### config.mk
export PLATFORM = sky130hd
export DESIGN_NAME = ifu_fetch
export DESIGN_NICKNAME = d
export VERILOG_FILES = /design/src/rtl/ifu_fetch.sv
export SDC_FILE = /design/constraint.sdc
export NUM_CORES = 1
export LEC_CHECK = 0
export BUFFER_PORTS_ARGS = -buffer_cell sky130_fd_sc_hd__buf_2
export CELL_PAD_IN_SITES_DETAIL_PLACEMENT = 0
export CELL_PAD_IN_SITES_GLOBAL_PLACEMENT = 1
export CORE_MARGIN = 4
export CORE_UTILIZATION = 33
export CTS_CLUSTER_SIZE = 16
export DETAILED_ROUTE_END_ITERATION = 8
export MAX_ROUTING_LAYER = met4
export PLACE_DENSITY = 0.78
export SLEW_MARGIN = 20
export SYNTH_ARGS = -nofsm -noshare
export SYNTH_HDL_FRONTEND = slang
export SYNTH_SLANG_ARGS = --single-unit
### constraint.sdc
create_clock -name clk -period 1.85 [get_ports clk]
set_clock_uncertainty 0.2 [all_clocks]
set_input_delay 0.0925 -clock clk [delete_from_list [all_inputs] [get_ports clk]]
set_output_delay 0.0925 -clock clk [all_outputs]
set_load 0.02 [all_outputs]
### src/rtl/ifu_fetch.sv
// Instruction fetch stage: one outstanding imem request at a time, a registered
// instruction holding slot toward the control unit, and redirect/kill handling.
module ifu_fetch #(
    parameter logic [31:0] RESET_PC = 32'h8000_0000,
    parameter logic [31:0] NOP_INST = 32'h0000_0013
) (
    input  logic        clk,
    input  logic        rst,
    output logic        imem_req_valid_o,
    input  logic        imem_req_ready_i,
    output logic [31:0] imem_addr_o,
    input  logic        imem_rsp_valid_i,
    input  logic [31:0] imem_rsp_data_i,
    input  logic        imem_rsp_err_i,
    input  logic        redirect_i,
    input  logic [31:0] redirect_pc_i,
    output logic        inst_valid_o,
    input  logic        inst_ready_i,
    output logic [31:0] inst_o,
    output logic [31:0] pc_o,
    output logic [6:0]  opcode_o,
    output logic [2:0]  func3_o,
    output logic [6:0]  func7_o,
    output logic        fetch_err_o
);

    typedef enum logic [2:0] {
        S_IDLE,
        S_REQ,
        S_WAIT,
        S_HOLD,
        S_ERR
    } state_t;

    state_t      state_reg, state_next;
    logic [31:0] pc_reg, pc_next;
    logic [31:0] inst_reg, inst_next;
    logic [31:0] inst_pc_reg, inst_pc_next;
    logic        kill_reg, kill_next;
    logic        redir_held_reg, redir_held_next;
    logic        redirect_bad;
    logic        redirect_ok;

    assign redirect_bad = redirect_i && (redirect_pc_i[1:0] != 2'b00);
    assign redirect_ok  = redirect_i && !redirect_bad;

    always_ff @(posedge clk or negedge rst) begin
        if (!rst) begin
            state_reg      <= S_IDLE;
            pc_reg         <= RESET_PC;
            inst_reg       <= NOP_INST;
            inst_pc_reg    <= RESET_PC;
            kill_reg       <= 1'b0;
            redir_held_reg <= 1'b0;
        end else begin
            state_reg      <= state_next;
            pc_reg         <= pc_next;
            inst_reg       <= inst_next;
            inst_pc_reg    <= inst_pc_next;
            kill_reg       <= kill_next;
            redir_held_reg <= redir_held_next;
        end
    end

    always_comb begin
        state_next      = state_reg;
        pc_next         = pc_reg;
        inst_next       = inst_reg;
        inst_pc_next    = inst_pc_reg;
        kill_next       = kill_reg;
        redir_held_next = redir_held_reg;
        case (state_reg)
            S_IDLE: state_next = S_REQ;
            S_REQ: begin
                if (redirect_bad) begin
                    state_next = S_ERR;
                end else begin
                    if (redirect_ok) pc_next = redirect_pc_i;
                    // Old address is already on the bus; a same-cycle redirect must kill its reply.
                    if (imem_req_ready_i) begin
                        state_next = S_WAIT;
                        kill_next  = redirect_ok;
                    end
                end
            end
            S_WAIT: begin
                if (redirect_bad) begin
                    state_next = S_ERR;
                    kill_next  = 1'b0;
                end else if (imem_rsp_valid_i) begin
                    kill_next = 1'b0;
                    if (imem_rsp_err_i) begin
                        state_next = S_ERR;
                    end else begin
                        if (redirect_ok) pc_next = redirect_pc_i;
                        if (kill_reg || redirect_ok) begin
                            state_next = S_REQ;
                        end else begin
                            // pc_reg is untouched since acceptance when no kill is pending.
                            state_next      = S_HOLD;
                            inst_next       = imem_rsp_data_i;
                            inst_pc_next    = pc_reg;
                            redir_held_next = 1'b0;
                        end
                    end
                end else if (redirect_ok) begin
                    pc_next   = redirect_pc_i;
                    kill_next = 1'b1;
                end
            end
            S_HOLD: begin
                if (redirect_bad) begin
                    state_next = S_ERR;
                    inst_next  = NOP_INST;
                end else if (inst_ready_i) begin
                    state_next      = S_REQ;
                    inst_next       = NOP_INST;
                    redir_held_next = 1'b0;
                    if (redirect_ok)
                        pc_next = redirect_pc_i;
                    else if (!redir_held_reg)
                        pc_next = pc_reg + 32'd4;
                end else if (redirect_ok) begin
                    // Remember that pc already holds the next target so retirement skips +4.
                    pc_next         = redirect_pc_i;
                    redir_held_next = 1'b1;
                end
            end
            S_ERR:   state_next = S_ERR;
            default: state_next = S_ERR;
        endcase
    end

    assign imem_req_valid_o = (state_reg == S_REQ);
    assign imem_addr_o      = pc_reg;
    assign inst_valid_o     = (state_reg == S_HOLD);
    assign inst_o           = inst_reg;
    assign pc_o             = inst_pc_reg;
    assign opcode_o         = inst_reg[6:0];
    assign func3_o          = inst_reg[14:12];
    assign func7_o          = inst_reg[31:25];
    assign fetch_err_o      = (state_reg == S_ERR);

endmodule

=== Yosys cells after proc, flatten, opt, wreduce, memory -nomap -nowiden ===
Cells that the tools add are included.
W data, S select, Z words.

* Word-level logic and storage cells: 82
* Output and inout port bits: 116
* Bits of input ports: 71
* Register bits: 101

* Multiplexer cells: 39
* Eq/ne operators: 18
* Reductions and logical operators: 15
* Bitwise operators: 3
* Add/sub/neg operators: 1

{| class="wikitable"
|+ Operators with widths
! cell !! count
|-
| $mux W32 || 15
|-
| $pmux W32 S3 || 1
|-
| $pmux W32 S2 || 1
|-
| $add A32 B3 Y32 const B || 1
|-
| $mux W3 || 7
|-
| $ne A2 B2 Y1 const B || 6
|-
| $pmux W3 S4 || 1
|-
| $reduce_and A6 Y1 || 2
|-
| $mux W1 || 11
|-
| $ne A3 B1 Y1 const B || 3
|-
| $reduce_and A7 Y1 || 1
|-
| $eq A3 B2 Y1 const B || 2
|-
| $ne A3 B3 Y1 const B || 2
|-
| $reduce_bool A2 Y1 || 3
|-
| $reduce_and A5 Y1 || 1
|-
| $ne A4 B3 Y1 const B || 1
|-
| $ne A4 B4 Y1 const B || 1
|-
| $pmux W1 S2 || 2
|-
| $reduce_and A4 Y1 || 1
|-
| $eq A3 B1 Y1 const B || 1
|-
| $eq A3 B3 Y1 const B || 1
|-
| $logic_not A3 Y1 || 1
|-
| $not A1 Y1 || 3
|-
| $reduce_and A3 Y1 || 1
|-
| other kinds (6) || 7
|}

=== Logic depth before layout (Yosys ltp) ===
Gate-level depths: netlist of the first run.

* Depth after elaboration: 10
* Depth in mapped cells: 8
* Gate-level depth less buffers: 5

=== Worst setup path before layout of the first run ===
No wires, ideal clock.

* Kind: register to register
* From: register pc_reg[18] (netlist: imem_addr_o[18])
* To: register pc_reg[24] (netlist: imem_addr_o[24])
* Path buffers: 1
* Required time: 1.521 ns
* Setup slack: -0.319 ns
* Data arrival time: 1.841 ns
* Clock period less this slack: 2.169 ns
* Setup time: 0.129 ns
* Stages on the path, launching flop included: 7
* Cell sequence: dfrtp_1 > nand3_2 > or3_4 > buf_6 > or4_4 > o22ai_1 > a22oi_1

* Word-level cells in the longest chain between the ends: 6

{| class="wikitable"
|+ RTL lines
! what !! RTL line !! source
|-
| from (decl) || 36 || <nowiki>logic [31:0] pc_reg, pc_next;</nowiki>
|-
| from (signal assigned) || 57 || <nowiki>pc_reg <= pc_next;</nowiki>
|-
| $add A32 B3 Y32 || 122 || <nowiki>pc_next = pc_reg + 32'd4;</nowiki>
|-
| $mux W32 || 121 || <nowiki>else if (!redir_held_reg)</nowiki>
|-
| $mux W32 || 119 || <nowiki>if (redirect_ok)</nowiki>
|-
| $mux W32 || 115 || <nowiki>end else if (inst_ready_i) begin</nowiki>
|-
| $mux W32 || 112 || <nowiki>if (redirect_bad) begin</nowiki>
|-
| $pmux W32 S3 || 72 || <nowiki>case (state_reg)</nowiki>
|}

Every way passes these cells. The select of a mux whose other input is x is not followed.
A chain may end at the register's enable or synchronous reset.

=== Worst setup path in the final report of the first run ===
* From: register pc_reg[16] (netlist: imem_addr_o[16])
* To: register pc_reg[24] (netlist: imem_addr_o[24])

The elaborated chain is that of the path after synthesis.

==> results of run 1 <==
synth_stat cells (3+ instances only):
| library cell | count |
|---|---|
| a21oi_1 | 47 |
| a2bb2oi_1 | 4 |
| a31oi_1 | 3 |
| and2_1 | 5 |
| and4_1 | 3 |
| buf_2 | 5 |
| buf_4 | 19 |
| buf_6 | 4 |
| clkbuf_1 | 21 |
| dfrtp_1 | 96 |
| dfstp_2 | 5 |
| inv_1 | 6 |
| mux2_2 | 30 |
| nand2_1 | 99 |
| nand3_1 | 11 |
| nand3_2 | 3 |
| nand4_1 | 8 |
| nor2_1 | 16 |
| nor3_1 | 3 |
| o211ai_1 | 4 |
| o21ai_0 | 56 |
| o22ai_1 | 13 |
| o31ai_1 | 7 |
| o41ai_1 | 7 |
| or4_1 | 4 |
worst register-to-register path, cell delays in order, from the launching register on:
cell and delay [ns]:
dfrtp_2 0.38, buf_6 0.10, nand3_4 0.05, or3_4 0.40, or4_4 0.55, o22ai_2 0.12
a22oi_1 0.10
repair_timing:
item                                    CTS  global route
endpoints found under the hold margin   166             0
resized for setup                        51            44
setup buffers                            13             6
hold buffers                             68             0
pin swaps                                16            19
gates cloned                              1             1
endpoints found under the setup margin   49            89
layout make-up:
class / instances / area [um^2]
inverter: 6 / 25.0
clock inverter: 7 / 50.0
fill: 1323 / 6860
timing repair buffer: 362 / 2620
clock buffer: 9 / 225
sequential: 101 / 2560
tap: 188 / 235
multi-input combinational: 367 / 2580
logic make-up after synthesis:
| logic type | after synthesis | synth area share (%) |
|---|---|---|
| and+or+nand+nor | 179 | 17.5 |
| muxes | 31 | 6.84 |
| adders and majority gates | 1 | 0.246 |
| AOI/OAI and AO/OA | 156 | 18.4 |
| DFF | 101 | 49.8 |
| buffers and inverters | 59 | 7.16 |
worst max-delay path by stage:
stage / from / to / slack (ns) / cells after the start
2_1_floorplan: imem_addr_o[19]$_DFFE_PN0P_ / imem_addr_o[28]$_DFFE_PN0P_ / -0.22 / 6
3_3_place_gp: state_reg[2]$_DFFE_PN0P_ / imem_addr_o[22]$_DFFE_PN0P_ / -0.20 / 6
4_1_cts: state_reg[2]$_DFFE_PN0P_ / imem_addr_o[31]$_DFFE_PN1P_ / -0.16 / 6
6_report: imem_addr_o[16]$_DFFE_PN0P_ / imem_addr_o[24]$_DFFE_PN0P_ / -0.18 / 6
5_1_grt: state_reg[2]$_DFFE_PN0P_ / imem_addr_o[14]$_DFFE_PN0P_ / -0.22 / 10
3_5_place_dp: state_reg[2]$_DFFE_PN0P_ / imem_addr_o[22]$_DFFE_PN0P_ / -0.25 / 6
per-layer routing:
metal / share of wire, % / vias to the layer above
li1: - / 2522
met1: 43 / 2491
met2: 49 / 198
met3: 6.5 / 19
met4: 1.5 / 0
met5: 0 / -
where the power goes:
group	switching (mW)	internal [mW]
Sequential	0.000419	2.21
Combinational	0.162	0.198
Clock	0.885	0.916
Total	1.05	3.32
==> impl_metrics.csv, run 1 <==
group,metric,value,unit
status,run_status,"finished, violations left",
status,violations,"negative setup slack",
power,max-vdd-ir-drop,361,uV
route,viasPerCell,5.03,
timing,fin_crit_sh,110,%
finish,final_area,8290,um^2
clock_tree,cts_tree,"yes",
floorplanning,die_w,132,um
global_routing,grt_pass1_wl,27200,um
floorplanning,core.rowCount,45,
floorplanning,initial_core_util,33.6,%
clock_tree,htreeDepth,3,
route,firstDrtPassIters,5,
yosys,syn_avg_cell_area,9.65,um^2
yosys,ys_ff_latch,101,
clock_tree,cts_buffer_depth,2,
route,wl_per_cell,16.2,um
yosys,synth.distinct_cells,60,
route,via_count,5230,
global_routing,grt_pass1_vias,5237,
yosys,synth_edf_count,0,
critical_path,required,1.87,ns
run,maxCapViolations,0,
global_routing,grt_max_degree,74,
critical_path,worst_r2r_path_depth,6,
yosys,yosysWarnings,0,
yosys,ys_async_sr_fraction,100,%
clock_tree,cts.reportedPaths.clkPinSlew,0.07,ns
global_routing,met3_usage,3.85,%
floorplanning,die_h,132,um
global_routing,use_met2,32.6,%
finish,final_core_util,54.7,%
clock_tree,clock_tree.root_cell,"clkbuf_16",
place,postPlaceCellArea,6690,um^2
yosys,synthesis.nets,599,
timing,holdWs,0.0259,ns
place,dp_cells,936,
yosys,ys.flop_type,"dfrtp_1",
route,drc,0,
critical_path,reg2reg_to,"imem_addr_o[24]$_DFFE_PN0P_",
place,preCtsSetupSlack,-0.251,ns
global_routing,top_usage_layer,"met2",
critical_path,rr_startpoint,"imem_addr_o[16]$_DFFE_PN0P_",
place,portBuffers,186,
floorplanning,coreArea,15100,um^2
yosys,synth_top_area_share,47.3,%
critical_path,worstSetupPathType,"flip-flop to flip-flop",
timing,slew_violations,0,
route,wl,16900,um
power,power_density,527,nW/um^2
timing,slew_headroom,72.1,%
route,drtIter0Drc,198,
yosys,syn_inst,527,
finish,insertedDiodeCount,0,
finish,final_cells,1040,
finish,area_delta_synth_final,63.1,%
critical_path,reg2reg_slack,-0.18,ns
finish,finalNetCount,919,
floorplanning,die_area,17500,um^2
place,hpwlAfterDp,11600,um
hold_path,hold_depth,4,
timing,worstMarginPinSlew,0.419,ns
yosys,yosys.area.top_type,"dfrtp_1",
global_routing,antenna_found_initial,0,
timing,tns,-2.41,ns
floorplanning,io_pins,187,
global_routing,track_usage,19.5,%
global_routing,use_met1,24.3,%
place,gp_congestion,0.852,
hold_path,hold_class,"primary input to flip-flop",
timing,rsz0062_at_grt,"yes",
critical_path,end_kind,"flip-flop",
power,p_leak,4.29,nW
global_routing,overflow,0,
finish,drive_gt1_share,51.2,%
critical_path,max_stage_delay,0.55,ns
timing,finalHoldViolations,0,
yosys,yosysSeqAreaShare,49.8,%
critical_path,worstPathArrival,2.05,ns
timing,setup_viol,25,
critical_path,critPathTopFamily,"simple AND/OR/NAND/NOR gates",
clock_tree,cts_sinks,101,
critical_path,crit_chain,"buf_6, nand3_4, or3_4, or4_4, o22ai_2, a22oi_1",
finish,layout_common_cells,"buf_2 (184), nand2_1 (93), buf_4 (88), dfrtp_1 (78), dlygate4sd3_1 (68)",
hold_path,worstHoldStart,"imem_rsp_valid_i",
critical_path,start_kind,"flip-flop",
timing,worst_slack,-0.176,ns
critical_path,path_buf_inv,1,
critical_path,crit_path_max_fanout,6,
yosys,netlist_area,5080,um^2
clock_tree,worstSkewPairLatency,0.35,ns
yosys,synthTopCellsByArea,"dfrtp_1 (47%), nand2_1 (7.3%), mux2_2 (6.6%)",
power,power.total,4.37,mW
route,antenna_left,0,
timing,final.min_clock_period,2.03,ns
critical_path,slowest_stage,"or4_4",
timing,fmax,494,MHz
hold_path,hold_path_end,"kill_reg$_DFFE_PN0P_",
clock_tree,numCtsBuffers,9,
finish,final_common_cell,"buf_2",
(Power assumes the default switching activity.)
==> run 2, diff against run 1 <==
CORE_MARGIN = 2   (was 4)
RECOVER_POWER = 50   (was unset)
==> run 2 against run 1 <==
  * The flow still finishes with violations (negative setup slack)
  * Non-clock buffer count fell by 18
  * Hold slack improved by 0.0051 ns
  * Routed wire length fell by 1.2%
  * Power rose by 3.9%
  * First-iteration DRC count fell by 1.0%
  * Critical path depth fell by 1
  * Flip-flop and latch count did not move
  * Clock power rose by 10%
  * Combinational power barely moved
  * Register-to-register slack improved by 0.03 ns
==> impl_metrics.csv, run 2 (same netlist as run 1, synthesis figures left out) <==
group,metric,value,unit
critical_path,required,1.93,ns
critical_path,worstPathArrival,2.08,ns
route,wl_per_cell,16.3,um
critical_path,crit_chain,"nand3_2, or3_4, or4_4, o32ai_2, a21oi_1",
global_routing,track_usage,19.7,%
status,run_status,"finished, violations left",
timing,slew_headroom,50.2,%
critical_path,worstSetupPathType,"flip-flop to flip-flop",
finish,final_core_util,53.5,%
critical_path,max_stage_delay,0.55,ns
route,antenna_left,0,
critical_path,cp.depth,5,
critical_path,slowest_stage,"or4_4",
route,viasPerCell,5.13,
critical_path,path_buf_inv,0,
clock_tree,cts_buffer_depth,2,
critical_path,critPathTopFamily,"simple AND/OR/NAND/NOR gates",
power,power_density,560,nW/um^2
route,drc,0,
timing,slew_violations,0,
floorplanning,die_area,16400,um^2
finish,finalNetCount,901,
critical_path,crit_path_max_fanout,6,
finish,drive_gt1_share,45.6,%
route,via_count,5247,
clock_tree,numCtsBuffers,9,
floorplanning,coreArea,15100,um^2
place,portBuffers,186,
run,maxCapViolations,0,
place,gp_congestion,0.862,
floorplanning,initial_core_util,33.6,%
timing,rsz0062_at_grt,"yes",
clock_tree,clock_tree.root_cell,"clkbuf_16",
clock_tree,cts_tree,"yes",
clock_tree,worstSkewPairLatency,0.36,ns
finish,final_common_cell,"buf_2",
place,postPlaceCellArea,6650,um^2
power,p_leak,4.02,nW
timing,final.min_clock_period,2.00,ns
power,max-vdd-ir-drop,407,uV
global_routing,grt_max_degree,65,
global_routing,overflow,0,
clock_tree,htreeDepth,3,
hold_path,hold_depth,4,
global_routing,grt_pass1_wl,25100,um
clock_tree,cts.reportedPaths.clkPinSlew,0.07,ns
floorplanning,die_h,128,um
floorplanning,die_w,128,um
timing,fmax,501,MHz
timing,worst_slack,-0.148,ns
finish,final_cells,1023,
place,dp_cells,927,
timing,fin_crit_sh,108,%
place,hpwlAfterDp,11000,um
hold_path,hold_class,"primary input to flip-flop",
route,wl,16700,um
global_routing,antenna_found_initial,1,
timing,tns,-2.11,ns
critical_path,end_kind,"flip-flop",
finish,final_area,8110,um^2
clock_tree,cts_sinks,101,
timing,worstMarginPinSlew,0.747,ns
critical_path,worst_r2r_path_depth,5,
finish,layout_common_cells,"buf_2 (144), nand2_1 (93), dfrtp_1 (78), buf_4 (72), dlygate4sd3_1 (68)",
floorplanning,core.rowCount,45,
global_routing,grt_pass1_vias,5059,
finish,area_delta_synth_final,59.5,%
floorplanning,io_pins,187,
route,drtIter0Drc,196,
status,violations,"negative setup slack",
finish,fillers,1331,
timing,setup_viol,28,
route,firstDrtPassIters,5,
critical_path,start_kind,"flip-flop",
timing,finalHoldViolations,0,
[run 2: cell count changes in the layout (fill, tap and decap cells not counted), sizes merged]
cell,delta
bufbuf,-1
diode,+1
bufinv,+1
clkinv,-2
clkinvlp,-2
buf,-60
clkbuf,+46
[run 2: report_power, final]
| group | switching [mW] | internal, mW |
|---|---|---|
| registers | 0.000396 | 2.21 |
| logic | 0.165 | 0.193 |
| clock network | 0.879 | 1.10 |
| total | 1.04 | 3.50 |
[run 2: timing repair]
action | 4_1_cts | 5_1_grt
endpoints found under the setup margin | 26 | 72
cloned | 0 | 3
endpoints found under the hold margin | 166 | 0
pin swaps | 14 | 18
gates resized for setup | 30 | 68
buffers inserted | 2 | 6
hold buffers | 68 | 0
[run 2: worst paths after layout]
kind / slack, ns / from / endpoint
worst max-delay path: -0.15 / imem_addr_o[17]$_DFFE_PN0P_ / imem_addr_o[31]$_DFFE_PN1P_
worst min-delay path: 0.03 / redirect_i / kill_reg$_DFFE_PN0P_
worst max register to register: -0.15 / imem_addr_o[17]$_DFFE_PN0P_ / imem_addr_o[31]$_DFFE_PN1P_
worst min register to register: 0.28 / pc_o[31]$_DFFE_PN1P_ / pc_o[31]$_DFFE_PN1P_
max in group asynchronous: 0.23 / rst / imem_addr_o[20]$_DFFE_PN0P_
min in group asynchronous: 0.13 / rst / inst_o[26]$_DFFE_PN0P_
[run 2: through the flow]
stage               power (mW)  hold slack [ns]  setup WS, ns
floorplan                 2.32           -0.403        -0.218
global placement          2.47           -0.145        -0.149
detailed placement        2.48           -0.135        -0.190
CTS                       4.58          0.00957        -0.144
global route              4.72            0.102        -0.253
finish                    4.54           0.0310        -0.148
[run 2: per-layer routing]
metal | global-route usage (%) | wire length (um) | up-vias
met2 | 33.1 | 8190 | 209
met3 | 3.84 | 971 | 30
met5 | - | 0 | -
met1 | 23.2 | 7070 | 2518
li1 | - | - | 2490
met4 | 8.47 | 451 | 0
[run 2: layout make-up]
cell class / count / area [um^2] / area share, %
inverters: 6 / 25.0 / 0.309
repair buffers: 344 / 2390 / 29.4
flip-flops and latches: 101 / 2560 / 31.5
multi-input cells: 367 / 2600 / 32.1
clock inverters: 4 / 55.1 / 0.679
diodes: 1 / 2.50 / 0.0309
clock buffers: 12 / 246 / 3.04
well taps: 188 / 235 / 2.90
[run 2: worst reg2reg max path, cell delays in order (launching register included)]
cell	delay, ns
dfrtp_2	0.39
nand3_2	0.07
or3_4	0.41
or4_4	0.55
o32ai_2	0.21
a21oi_1	0.10
